[src/rtl/instr_fetch_pkg.sv]
// Shared types and constants for the instruction fetch sequencer.
// Holds the FSM state encoding, the opcode constants and the instruction field layout.
package instr_fetch_pkg;

  typedef enum logic [2:0] {
    S_IDLE,
    S_FETCH,
    S_CAPTURE,
    S_ISSUE,
    S_EXEC,
    S_HALTED
  } state_t;

  localparam logic [3:0] OP_HALT = 4'b1111;
  localparam logic [3:0] OP_LDI  = 4'b0111;

  localparam int INSTR_W = 24;
  localparam int OPC_HI  = 23;
  localparam int OPC_LO  = 20;
  localparam int OP1_HI  = 19;
  localparam int OP1_LO  = 16;

endpackage

[src/rtl/instr_watchdog.sv]
// Execution watchdog: cleared on load, counts enabled cycles, and flags the last allowed cycle.
// tc is combinational so the sequencer can act on the same edge the limit is reached.
module instr_watchdog #(
  parameter int TIMEOUT = 16
) (
  input  logic clk,
  input  logic rst,
  input  logic load,
  input  logic en,
  output logic tc
);

  localparam int W = $clog2(TIMEOUT);
  localparam logic [W-1:0] LAST = W'(TIMEOUT - 1);

  logic [W-1:0] count;

  // Holds at LAST so a late-arriving done never sees a wrapped count.
  always_ff @(posedge clk or posedge rst) begin
    if (rst) begin
      count <= '0;
    end else if (load) begin
      count <= '0;
    end else if (en && (count != LAST)) begin
      count <= count + 1'b1;
    end
  end

  assign tc = en && (count == LAST);

endmodule

[src/rtl/instr_fetch.sv]
// Fetches one ROM word at a time, holds it on the decoder inputs and releases the decoder
// until its done pulse; stops on HALT or when the execution watchdog expires.
module instr_fetch
  import instr_fetch_pkg::*;
#(
  parameter int         PC_W    = 8,
  parameter logic [3:0] HALT_OP = OP_HALT,
  parameter int         TIMEOUT = 16,
  parameter int         CNT_W   = 16
) (
  input  logic               clk,
  input  logic               rst,
  input  logic               start,
  output logic [PC_W-1:0]    imem_addr,
  output logic               imem_cs,
  input  logic [INSTR_W-1:0] imem_data,
  output logic [3:0]         opcode,
  output logic [3:0]         op1,
  output logic [15:0]        op2,
  output logic               dec_rst,
  input  logic               dec_done,
  output logic [PC_W-1:0]    pc,
  output logic [CNT_W-1:0]   retired,
  output logic               halted,
  output logic               err_timeout
);

  state_t            st, nxt;
  logic [PC_W-1:0]   pc_d;
  logic [CNT_W-1:0]  ret_d;
  logic              err_d;
  logic              wd_load, wd_en, wd_tc;

  instr_watchdog #(.TIMEOUT(TIMEOUT)) u_wd (
    .clk  (clk),
    .rst  (rst),
    .load (wd_load),
    .en   (wd_en),
    .tc   (wd_tc)
  );

  always_comb begin
    nxt     = st;
    pc_d    = pc;
    ret_d   = retired;
    err_d   = err_timeout;
    wd_load = 1'b0;
    wd_en   = 1'b0;
    case (st)
      S_IDLE, S_HALTED: begin
        if (start) begin
          nxt   = S_FETCH;
          pc_d  = '0;
          ret_d = '0;
          err_d = 1'b0;
        end
      end
      S_FETCH:   nxt = S_CAPTURE;
      S_CAPTURE: nxt = (imem_data[OPC_HI:OPC_LO] == HALT_OP) ? S_HALTED : S_ISSUE;
      S_ISSUE: begin
        nxt     = S_EXEC;
        wd_load = 1'b1;
      end
      S_EXEC: begin
        wd_en = 1'b1;
        // done takes priority over a watchdog expiry on the same cycle
        if (dec_done) begin
          nxt  = S_FETCH;
          pc_d = pc + 1'b1;
          if (retired != '1) ret_d = retired + 1'b1;
        end else if (wd_tc) begin
          nxt   = S_HALTED;
          err_d = 1'b1;
        end
      end
      default: nxt = S_IDLE;
    endcase
  end

  // Outputs are registered from the next state so they line up with the state they belong to.
  always_ff @(posedge clk or posedge rst) begin
    if (rst) begin
      st          <= S_IDLE;
      pc          <= '0;
      imem_addr   <= '0;
      imem_cs     <= 1'b0;
      opcode      <= '0;
      op1         <= '0;
      op2         <= '0;
      dec_rst     <= 1'b1;
      retired     <= '0;
      halted      <= 1'b0;
      err_timeout <= 1'b0;
    end else begin
      st          <= nxt;
      pc          <= pc_d;
      imem_addr   <= pc_d;
      retired     <= ret_d;
      err_timeout <= err_d;
      imem_cs     <= (nxt == S_FETCH);
      dec_rst     <= !((nxt == S_ISSUE) || (nxt == S_EXEC));
      halted      <= (nxt == S_HALTED);
      if (st == S_CAPTURE) begin
        opcode <= imem_data[OPC_HI:OPC_LO];
        op1    <= imem_data[OP1_HI:OP1_LO];
        op2    <= imem_data[OP1_LO-1:0];
      end
    end
  end

endmodule

[config.mk]
export PLATFORM = sky130hd
export DESIGN_NAME = instr_fetch
export DESIGN_NICKNAME = d
export VERILOG_FILES = /design/src/rtl/instr_fetch_pkg.sv /design/src/rtl/instr_watchdog.sv /design/src/rtl/instr_fetch.sv
export SDC_FILE = /design/constraint.sdc
export NUM_CORES = 1
export LEC_CHECK = 0
export BUFFER_PORTS_ARGS = -buffer_cell sky130_fd_sc_hd__buf_2
export CAP_MARGIN = 10
export CORE_MARGIN = 2
export CORE_UTILIZATION = 40
export CTS_CLUSTER_DIAMETER = 60
export DETAILED_ROUTE_END_ITERATION = 16
export PLACE_DENSITY = 0.65
export SLEW_MARGIN = 0
export SYNTH_ARGS = -nofsm -noshare
export SYNTH_HDL_FRONTEND = slang
export SYNTH_SLANG_ARGS = --single-unit
[constraint.sdc]
create_clock -name clk -period 4.1 [get_ports clk]
set_input_delay 0.82 -clock clk [delete_from_list [all_inputs] [get_ports clk]]
set_output_delay 0.82 -clock clk [all_outputs]
set_load 0.02 [all_outputs]
==> reports/qor.yml, run 1 <==
grt:
  antenna_found_initial: 0
  grt_pass1_vias: 2084
  grt_max_degree: 42
  grt_usage_pct: 17.0
  globalRoute.totalOverflow: 0
  grt_pass1_wl_um: 9950
sta:
  max_freq_ghz: 0.428
  post-route-period-util_pct: 57.0
  slew_violations: 0
  final.setup.tns_ns: 0
  rsz0062_at_grt: "false"
  max_slew_margin_pct: 21.2
  hold_viol_final: 0
  setup_ws_ns: 1.76
  period_needed_ns: 2.34
  setup_viol: 0
  hold_slack_ns: 0.504
  tightest_slew_ns: 1.18
  skew_ns: 0.00789
detailed_routing:
  wire_per_inst_um: 14.7
  viasPerCell: 5.22
  routed_wl_um: 6160
  drt_iter0_markers: 117
  antenna_left: 0
  drc: 0
  via_count: 2180
  drt-pass1-iter-count: 4
setup_path:
  cp.required_ns: 4.36
  worst-path-buf-inv: 0
  slowest_delay_ns: 0.52
  cp-startpoint: "st[1]"
  crit_family: "compound AO/OA/AOI/OAI gates"
  path_cells: "nand2b_1 > o32a_1 > a21o_1 > or4_1 > a21oi_1"
  reg2reg_from: "st[1]"
  crit_type: "reg -> reg"
  arrival_ns: 2.60
  end_kind: "flop"
  crit_path_top_delay_cell: "o32a_1"
  critPathMaxFanout: 15
  startpoint_type: "flop"
place:
  dpl-instance-area_um2: 3240
  place_ws_ns: 1.48
  place_congestion: 0.753
  portBuffers: 87
  dp_hpwl_um: 4400
clocking:
  tritoncts.num_buffers: 9
  cts_resized: 0
  clkLatencyLatePin_ns: 0.33
  cts_sinks: 59
  post-cts-setup-buffer-count: 0
  cts_tree: "built"
  ctsHoldBuffers: 0
  clkTransAtPathRegs_ns: 0.07
  h-tree-depth: 3
  cts_buffer_depth: 2
  root_buffer: "clkbuf_8"
floorplanning:
  fp-row-count: 30
  die_h_um: 87.5
  die-area_um2: 7660
  core_um2: 6760
  ioPinCount: 88
  fp.dieW_um: 87.5
  initial_utilization_pct: 41.3
hold_path:
  hp-class: "reg -> reg"
  holdCritStartpoint: "opcode[2]"
yosys:
  netlist_area_um2: 2790
  synth_ff_type: "dfrtp_1"
  yosysWarnings: 0
  synth_top_cell_area_share_pct: 52.0
  yosys.area.top_type: "dfrtp_1"
  postSynth.asyncResetShare_pct: 100
  syn_nets: 280
  syn_inst: 249
  synth_edf_count: 0
  netlist_top_cells_area: "dfrtp_1 (52%), mux2_2 (9.7%), xnor2_1 (3.5%)"
  syn_area_per_cell_um2: 11.2
  ys_ff_latch: 59
  synth_cell_types: 44
  yosysSeqAreaShare_pct: 53.0
final_layout:
  final_common_cell: "buf_2"
  layout-drive-gt1-share_pct: 39.9
  final_area_um2: 3440
  diodes: 0
  area_delta_synth_final_pct: 23.3
  layout.nets: 364
  mostFrequentLayoutCells: "buf_2 (87), dfrtp_1 (58), nor2_1 (24), mux2_2 (24), nand2_1 (18)"
  num-fill-cells: 645
power:
  p_leak_uw: 0.00166
  peakVddDrop_mv: 0.312
  powerDensity_nw_per_um2: 656
status:
  outcome: "finished, final reports clean"
job:
  maxCapViolCount: 0
-- per-stage QoR --
step	util, %	std cells	total power [uW]
after floorplan	-	249	1490
after global placement	47.9	402	1710
after detailed placement	47.9	402	1730
after CTS	50.9	418	2290
after global routing	50.9	418	2410
final	50.9	418	2260
-- cells by family (layout without fill, tap and decap cells) --
| family | after synthesis | in the layout | share of synthesized area, % |
|---|---|---|---|
| multiplexers | 28 | 28 | 11.1 |
| AO/OA/AOI/OAI | 38 | 38 | 9.87 |
| adder cells (fa/ha/maj) | 3 | 3 | 1.35 |
| AND/OR/NAND/NOR | 85 | 85 | 15.3 |
| flip-flops | 59 | 59 | 53.0 |
| buffers and inverters | 20 | 109 | 4.39 |
| XOR/XNOR | 16 | 16 | 5.02 |
-- cells in the mapped netlist, types with 3 or more instances --
cell type	count
o21ai_0	7
ha_1	3
mux2i_1	4
buf_4	8
a21oi_1	12
clkbuf_1	4
dfrtp_1	58
inv_1	4
nor2_1	25
xor2_1	5
mux2_2	24
o31ai_1	3
a211oi_1	5
nand4_1	6
nor3_1	9
nand2_1	18
nand3_1	6
nand2b_1	4
xnor2_1	11
and4_1	4
-- layer usage --
metal	GRT usage [%]	vias up	part of all wire [%]	wire, um
li1	-	1059	-	-
met1	22.3	1052	44	2700
met2	26.1	60	50	3080
met3	4.36	9	4.3	262
met4	8.67	0	1.8	111
met5	0	-	0	0
-- sequential cells by signal (all words and copies together) (netlist names) --
register / cells
op1: 4
retired: 16
op2: 16
pc: 8
opcode: 4
u_wd.count: 4
st: 3
imem_cs: 1
err_timeout: 1
halted: 1
dec_rst: 1
-- power by group --
| group | internal, uW | total (uW) | leakage (uW) | switching [uW] |
|---|---|---|---|---|
| Sequential | 751 | 882 | 0.000760 | 132 |
| Clock | 313 | 544 | 0.000106 | 231 |
| Combinational | 337 | 831 | 0.000792 | 495 |
-- worst paths after layout --
path	endpoint	slack, ns	cells after the start
setup / recovery	retired[9]	1.76	5
hold / removal	opcode[2]	0.50	1
setup reg to reg	retired[9]	1.76	5
hold reg to reg	opcode[2]	0.50	1
max in group asynchronous	dec_rst	2.59	3
min in group asynchronous	op2[11]	0.65	2
-- layout make-up --
class	count	area, um^2	share of cell area [%]
flip-flops and latches	59	1480	43.0
multi-input cells	170	1190	34.7
repair buffers	89	450	13.1
clock buffers	12	155	4.51
well taps	80	100	2.91
clock inverters	4	48.8	1.42
inverters	4	15.0	0.437
No activity file was read; power rests on OpenSTA's default activity.
==> run 2, diff against run 1 <==
--- a/config.mk
+++ b/config.mk
@@ -11,7 +11,7 @@
 export CORE_UTILIZATION = 40
 export CTS_CLUSTER_DIAMETER = 60
 export DETAILED_ROUTE_END_ITERATION = 16
-export PLACE_DENSITY = 0.65
+export PLACE_DENSITY = 0.68
 export SLEW_MARGIN = 0
 export SYNTH_ARGS = -nofsm -noshare
 export SYNTH_HDL_FRONTEND = slang
==> constraint.sdc (replaced) <==
create_clock -name clk -period 2 [get_ports clk]
set_input_delay 0.4 -clock clk [delete_from_list [all_inputs] [get_ports clk]]
set_output_delay 0.4 -clock clk [all_outputs]
set_load 0.02 [all_outputs]
==> run 2 against run 1 <==
Net effect: wire length is 4.2% higher; final area grew 5.5%; core utilization rose by 2.8 points; cell count up 4.5%; via count rose by 2.0%; largest cell class unchanged; sequential share of layout area shrank 2.2 points; global-route usage down 0.053 points; clock-buffer cell count down 2.
==> reports/qor.yml, run 2 (same netlist as run 1, synthesis figures left out) <==
status:
  outcome: "finished, final reports clean"
sta:
  tightest_slew_ns: 0.482  # -0.699 ns
  hold_slack_ns: 0.0734  # -0.431 ns
  post-route-period-util_pct: 99.5  # +42 points
  setup_viol: 0  # unchanged
  hold_viol_final: 0  # unchanged
  setup_ws_ns: 0.0101  # -1.75 ns
  period_needed_ns: 1.99  # -0.347 ns
  skew_ns: 0.00913  # +0.00124 ns
  slew_violations: 0  # unchanged
  rsz0062_at_grt: "true"
  max_slew_margin_pct: 67.8  # +47 points
  max_freq_ghz: 0.503  # +17%
detailed_routing:
  routed_wl_um: 6420  # +4.2%
  viasPerCell: 5.09  # -2.5%
  antenna_left: 0  # unchanged
  drt_iter0_markers: 105  # -10%
  drc: 0  # unchanged
  drt-pass1-iter-count: 4  # unchanged
  via_count: 2223  # +2.0%
  wire_per_inst_um: 14.7  # -0.31%
setup_path:
  rrSetupSlack_ns: 0.01  # -1.75 ns
  critPathMaxFanout: 14  # -1
  reg2reg_from: "st[1]"
  slowest_delay_ns: 0.42  # -0.10 ns
  crit_family: "compound AO/OA/AOI/OAI gates"
  crit_path_top_delay_cell: "dfrtp_1"
  crit_type: "reg -> reg"
  timing.rr.end: "retired[13]"
  end_kind: "flop"
  worst-path-buf-inv: 1  # +1
  cp.required_ns: 2.27  # -2.09 ns
  startpoint_type: "flop"
  path_cells: "nand2b_4 > o32a_1 > buf_12 > a2111oi_4 > or3b_1 > a21oi_2"
  arrival_ns: 2.26  # -0.34 ns
  r2r_cells: 6  # +1
place:
  dp_hpwl_um: 4680  # +6.2%
  place_ws_ns: 0.0550  # -1.43 ns
  place_congestion: 0.797  # +5.9%
  portBuffers: 87  # unchanged
  dpl.cell_count: 421  # +4.7%
clocking:
  root_buffer: "clkbuf_8"
  h-tree-depth: 3  # unchanged
  tritoncts.num_buffers: 9  # unchanged
  cts_tree: "built"
  ctsHoldBuffers: 0  # unchanged
  clkLatencyLatePin_ns: 0.34  # about the same
  cts_buffer_depth: 2  # unchanged
  cts_sinks: 59  # unchanged
  clkTransAtPathRegs_ns: 0.07  # about the same
final_layout:
  final_common_cell: "buf_2"
  reg_top3: "op2 (16), retired (16), pc (8)"
  mostFrequentLayoutCells: "buf_2 (87), dfrtp_1 (57), nor2_1 (24), mux2_2 (24), buf_4 (19)"
  post-route-util_pct: 53.7  # +2.8 points
  area_delta_synth_final_pct: 30.0
  final_cells: 437  # +4.5%
  layout-drive-gt1-share_pct: 44.3  # +4.3 points
  diodes: 0  # unchanged
  layout.nets: 384  # +5.5%
floorplanning:
  fp-row-count: 30  # unchanged
  die_h_um: 87.5  # unchanged
  fp.dieW_um: 87.5  # unchanged
  ioPinCount: 88  # unchanged
  initial_utilization_pct: 41.3  # unchanged
  core_um2: 6760  # unchanged
  die-area_um2: 7660  # unchanged
grt:
  globalRoute.totalOverflow: 0  # unchanged
  grt_usage_pct: 16.9  # -0.053 points
  grt_pass1_wl_um: 9980  # +0.35%
  grt_pass1_vias: 2115  # +1.5%
  antenna_found_initial: 0  # unchanged
  grt_max_degree: 25  # -40%
power:
  p_total_uw: 4820  # +110%
  peakVddDrop_mv: 0.641  # +110%
  p_leak_uw: 0.00177  # +6.9%
  powerDensity_nw_per_um2: 1330  # +100%
job:
  maxCapViolCount: 0  # unchanged
hold_path:
  hp-class: "in -> async"
==> run 2: metal layers <==
layer	global-route usage, %	routed length (um)	vias to the layer above
li1	-	-	1091
met1	21.7	2870	1083
met2	27.3	3230	40
met3	3.89	201	9
met4	7.69	111	0
met5	0	0	-
==> run 2: power by group <==
part / total (uW) / switching, uW / internal, uW
sequential: 1750 / 209 / 1540
clock: 1070 / 475 / 597
combinational: 2000 / 1130 / 866
total: 4820 / 1810 / 3000
==> run 2: cell type report <==
class | instances | area [um^2]
Fill cell | 607 | 3130
Sequential cell | 59 | 1480
Multi-Input combinational cell | 170 | 1200
Timing Repair Buffer | 109 | 638
Clock buffer | 10 | 138
Tap cell | 80 | 100
Clock inverter | 5 | 53.8
Inverter | 4 | 15.0
==> run 2: metrics by stage <==
step           cell area, um^2  TNS, ns
6_report                  3630        0
4_1_cts                   3610        0
3_5_place_dp              3420        0
3_3_place_gp              3420        0
2_1_floorplan             2790        0
5_1_grt                   3630  -0.0854
==> run 2: worst max path at each step <==
stage,from,end,depth (start not counted)
after detailed placement,start,retired[13],7
after CTS,st[2],retired[13],5
after global placement,start,retired[9],6
after floorplan,retired[0],retired[9],7
final,st[1],retired[13],6
after global routing,st[1],retired[13],6
==> run 2: timing repair <==
action                                  4_1_cts  5_1_grt
setup buffers                                 0        1
gates resized for setup                       0        3
endpoints found under the setup margin        0        4
hold endpoints to repair                      0        0
==> run 2: worst reg2reg max path, delay by kind of cell, from the launching register on <==
family,cells,cell delay (ns)
AND/OR/NAND/NOR,2,0.59
flip-flops,1,0.42
buffers and inverters,1,0.17
AO/OA/AOI/OAI,3,0.74
